===== src/rtl/pipe_stage_elastic.sv =====
// Elastic pipeline-stage register: valid/ready handshake, optional two-entry
// skid buffer, synchronous flush that leaves a RESET_VAL bubble behind.
//
// state    | meaning
// ---------+-------------------------------------------
// ST_EMPTY | no entry held, OUT_VALID=0
// ST_ONE   | main entry valid
// ST_FULL  | main and skid entries valid (SKID=1 only)
module pipe_stage_elastic #(
   parameter int               WIDTH     = 32,
   parameter bit               SKID      = 1'b1,
   parameter logic [WIDTH-1:0] RESET_VAL = '0
) (
   input  logic             CLK,
   input  logic             RST,
   input  logic             FLUSH,
   input  logic             IN_VALID,
   output logic             IN_READY,
   input  logic [WIDTH-1:0] IN_DATA,
   output logic             OUT_VALID,
   input  logic             OUT_READY,
   output logic [WIDTH-1:0] OUT_DATA,
   output logic [1:0]       COUNT
);

   localparam logic [1:0] ST_EMPTY = 2'd0;
   localparam logic [1:0] ST_ONE   = 2'd1;
   localparam logic [1:0] ST_FULL  = 2'd2;

   logic [1:0]       state;
   logic [WIDTH-1:0] m_data;
   logic [WIDTH-1:0] s_data;
   logic             in_fire;
   logic             out_fire;

   assign OUT_VALID = (state != ST_EMPTY);
   assign OUT_DATA  = m_data;
   assign COUNT     = state;

   // With the skid entry, ready is a pure function of held state so the
   // downstream stall never ripples combinationally upstream.
   always_comb begin
      IN_READY = 1'b0;
      if (SKID)
         IN_READY = (state != ST_FULL) && !RST && !FLUSH;
      else
         IN_READY = ((state == ST_EMPTY) || OUT_READY) && !RST && !FLUSH;
   end

   assign in_fire  = IN_VALID && IN_READY;
   assign out_fire = OUT_VALID && OUT_READY;

   always_ff @(posedge CLK) begin
      if (RST || FLUSH) begin
         state  <= ST_EMPTY;
         m_data <= RESET_VAL;
         s_data <= RESET_VAL;
      end else begin
         case (state)
            ST_EMPTY: begin
               if (in_fire) begin
                  m_data <= IN_DATA;
                  state  <= ST_ONE;
               end
            end
            ST_ONE: begin
               if (in_fire && out_fire) begin
                  m_data <= IN_DATA;
               end else if (in_fire && SKID) begin
                  s_data <= IN_DATA;
                  state  <= ST_FULL;
               end else if (out_fire) begin
                  m_data <= RESET_VAL;
                  state  <= ST_EMPTY;
               end
            end
            ST_FULL: begin
               if (out_fire) begin
                  m_data <= s_data;
                  s_data <= RESET_VAL;
                  state  <= ST_ONE;
               end
            end
            default: begin
               state  <= ST_EMPTY;
               m_data <= RESET_VAL;
               s_data <= RESET_VAL;
            end
         endcase
      end
   end

endmodule


===== config.mk =====
export PLATFORM = sky130hd
export DESIGN_NAME = pipe_stage_elastic
export DESIGN_NICKNAME = d
export VERILOG_FILES = /design/src/rtl/pipe_stage_elastic.sv
export SDC_FILE = /design/constraint.sdc
export NUM_CORES = 1
export LEC_CHECK = 0
export CORE_UTILIZATION = 43
export DETAILED_ROUTE_END_ITERATION = 7
export PLACE_DENSITY = 0.71
export RECOVER_POWER = 100
export SYNTH_ARGS = -nofsm -noshare
export SYNTH_HDL_FRONTEND = slang
export SYNTH_SLANG_ARGS = --single-unit

===== constraint.sdc =====
create_clock -name CLK -period 2.24 [get_ports CLK]
set_clock_uncertainty 0.15 [all_clocks]
set_input_delay 0.224 -clock CLK [delete_from_list [all_inputs] [get_ports CLK]]
set_output_delay 0.224 -clock CLK [all_outputs]
set_load 0.005 [all_outputs]

==> summary.md <==
| Metric | Value |
|---|---|
| Period minus WS final | `2.10 ns` |
| Chip width | `86.5 um` |
| Data arrival time of the worst path | `1.72 ns` |
| Setup WS pre-CTS | `-0.00926 ns` |
| Comb power frac | `14.1%` |
| Critical path required time | `1.87 ns` |
| WHS Path Cells | `2` |
| DP HPWL | `5.20 mm` |
| Top-area cell type share of the netlist area | `43.0%` |
| Num ports | `73` |
| Critical Path Source Type | `register` |
| Most common cell in the netlist | `nor2_1` |
| Util after Layout | `59.3%` |
| CORE AREA | `6830 um^2` |
| # resized after CTS | `0` |
| Die Area | `7490 um^2` |
| Clk buf depth | `2` |
| Sequential Power Share | `47.7%` |
| HP Start | `OUT_DATA[7]` |
| Syn. warnings | `0` |
| WL final | `8.62 mm` |
| Post-route ant nets | `0` |
| Total congestion overflow | `0` |
| CTS tree | `built` |
| Clk slew on worst S/H paths | `0.06 ns` |
| Largest cells by area after synthesis | `dfxtp_1 (43%), mux2i_1 (10%), a32oi_1 (9.1%)` |
| Power, Total | `2.52 mW` |
| Layout cells sized above 1 | `9.13%` |
| GPL Wtd Cong | `0.757` |
| Hold Crit Class | `reg2reg` |
| Placed insts | `497` |
| Slew Limit Fails | `0` |
| Sw power | `0.626 mW` |
| Switching part of the total | `24.8%` |
| Via count | `2996` |
| PnR worst setup slack | `0.141 ns` |
| Critical Path Max Stage Delay | `0.52 ns` |
| Port bufs | `72` |
| Synth-to-layout area growth | `31.9%` |
| Reg2reg path depth | `4` |
| Row cnt | `30` |
| Clk_lat worst skew | `0.34 ns` |
| Gr usage total | `23.8%` |
| Setup crit end kind | `output port` |
| Antenna violations before repair | `0` |
| P_int | `1.90 mW` |
| Power share of the clock group | `38.2%` |
| Achievable frequency | `0.476 GHz` |
| Period utilization | `93.7%` |
| Power Dens Cells | `622 nW/um^2` |
| Max FO, Critical Path | `43` |
| Starting Density | `45.0%` |
| Worst hold endpoint | `OUT_DATA[7]` |
| Via/cell ratio | `5.85` |
| Critical Path, Cell by Cell | `buf_12, nor2b_1, nor2_1, clkdlybuf4s50_1` |
| Flop-to-flop setup slack | `0.35 ns` |
| Htree depth | `3` |
| Root Buffer | `clkbuf_8` |
| Status | `completed` |
| Clk sinks | `66` |
| Cell accounting for the most synthesized area | `dfxtp_1` |
| Die height | `86.5 um` |
| Critical path startpoint | `COUNT[1]` |
| Leak | `1.45 nW` |
| Synthesized area | `3070 um^2` |
| Asr flop ratio synth | `0%` |
| Max-Cap Viols | `0` |
| N_diodes | `0` |
| Yosys reg bits | `66` |
| # DRC | `0` |
| CP max-delay cell | `clkdlybuf4s50_1` |
| Post-synth EDFFs | `0` |
| Nets | `449` |
| Post-Synthesis Mean Instance Area | `8.71 um^2` |
| WS Path Type | `reg2out` |
| Synth cell count leaders | `nor2_1 (67), dfxtp_1 (66), nand2_1 (33), o22ai_1 (33)` |
| Reg2reg end | `OUT_DATA[19]` |
| Slew @ Worst Pin | `1.36 ns` |
| VDD IR-drop max | `0.361 mV` |
| Seq/Total Area, Yosys | `43.0%` |
| Setup violators final | `0` |
| # hold bufs at CTS | `0` |
| Post-Syn Nets | `390` |
| Iteration-0 DRC Markers | `288` |
| Setup repair after global routing missed its margin | `false` |
| Most used DFF post-synth | `dfxtp_1` |
| First-pass GRT wire length | `13.8 mm` |
| R2r startpoint | `COUNT[1]` |
| Final hold viol count | `0` |
| DR pass1 iterations | `5` |
| Total CTS buffers | `9` |
| Avg WL per Cell | `16.8 um` |
| Slew margin rel. | `9.54%` |
| Number of global-route vias before repair | `2849` |
| Setup Buffers After CTS | `0` |
| Pin count of the biggest net entering global routing | `67` |
| Hold Worst Slack | `0.337 ns` |
| Netlist cell types | `23` |
| Fin cells | `512` |
| Gate Count Post-Synth | `353` |
[per-stage QoR]
| stage | setup TNS (ns) | instance area [um^2] |
|---|---|---|
| 5_1_grt | 0 | 4050 |
| 3_3_place_gp | 0 | 3870 |
| 6_report | 0 | 4050 |
| 2_1_floorplan | 0 | 3070 |
| 4_1_cts | 0 | 4060 |
| 3_5_place_dp | -0.0502 | 3870 |
[final cells by class]
| cell class | instances | area, um^2 |
|---|---|---|
| inverters | 1 | 3.75 |
| multi-input cells | 245 | 1550 |
| well taps | 96 | 120 |
| fillers | 616 | 2780 |
| flip-flops and latches | 66 | 1320 |
| repair buffers | 89 | 868 |
| clock inverters | 3 | 40.0 |
| clock buffers | 12 | 145 |
[critical path, delay by kind of cell, from the launching register on]
kind | cells | cell delay (ns)
buf+inv | 2 | 0.73
flops | 1 | 0.34
simple gates | 2 | 0.30
[routing by layer]
| layer | global-route usage, % | part of all wire (%) | vias up |
|---|---|---|---|
| met5 | 0 | 0 | - |
| met4 | 6.82 | 1.2 | 0 |
| met3 | 6.19 | 7.0 | 13 |
| met2 | 38.1 | 47 | 121 |
| met1 | 31.7 | 44 | 1440 |
| li1 | - | - | 1422 |
[power by group through the flow]
stage | clock network, mW | registers, mW | logic, mW
after CTS | 0.978 | 1.20 | 0.360
after global routing | 1.05 | 1.20 | 0.385
final | 0.963 | 1.20 | 0.356
after detailed placement | 0 | 1.23 | 0.358
after global placement | 0 | 1.23 | 0.352
after floorplan | 0 | 1.23 | 0.195
[sequential cells by signal (all words and copies together) (netlist names)]
register,cells
s_data,32
COUNT,2
OUT_DATA,32
[cell usage in the layout, fill, tap and decap left out, drive strengths merged]
cell type	Yosys	final
nor2	67	67
nor4b	1	1
nor2b	2	2
clkdlybuf4s50	0	40
o21ai	1	1
nor3	1	1
inv	1	1
clkbuf	21	14
clkinv	0	2
or2	2	2
a32oi	32	32
nor3b	1	1
nand2	33	33
o22a	1	1
a22o	1	1
or4b	1	1
buf	20	15
o22ai	33	33
dlygate4sd3	0	32
a22oi	32	32
bufinv	0	1
dfxtp	66	66
a21oi	4	4
mux2i	32	32
and3b	1	1
[cell families (layout without fill, tap and decap cells)]
kind of cell           after synthesis  in the layout  share of synthesized area [%]
and+or+nand+nor                    109            109                           14.5
muxes                               32             32                           10.4
AOI/OAI and AO/OA                  104            104                           25.3
DFF                                 66             66                           43.0
buffers and inverters               42            105                           6.80
[worst max-delay path by stage]
stage | end | slack [ns] | cells past startpoint
final | IN_READY | 0.14 | 4
after global routing | IN_READY | 0.08 | 4
after CTS | IN_READY | 0.14 | 4
after detailed placement | OUT_DATA[30] | -0.009 | 5
after global placement | OUT_DATA[13] | 0.03 | 5
after floorplan | OUT_DATA[0] | 0.31 | 7
Note: power is estimated with default switching activity, not from simulation.
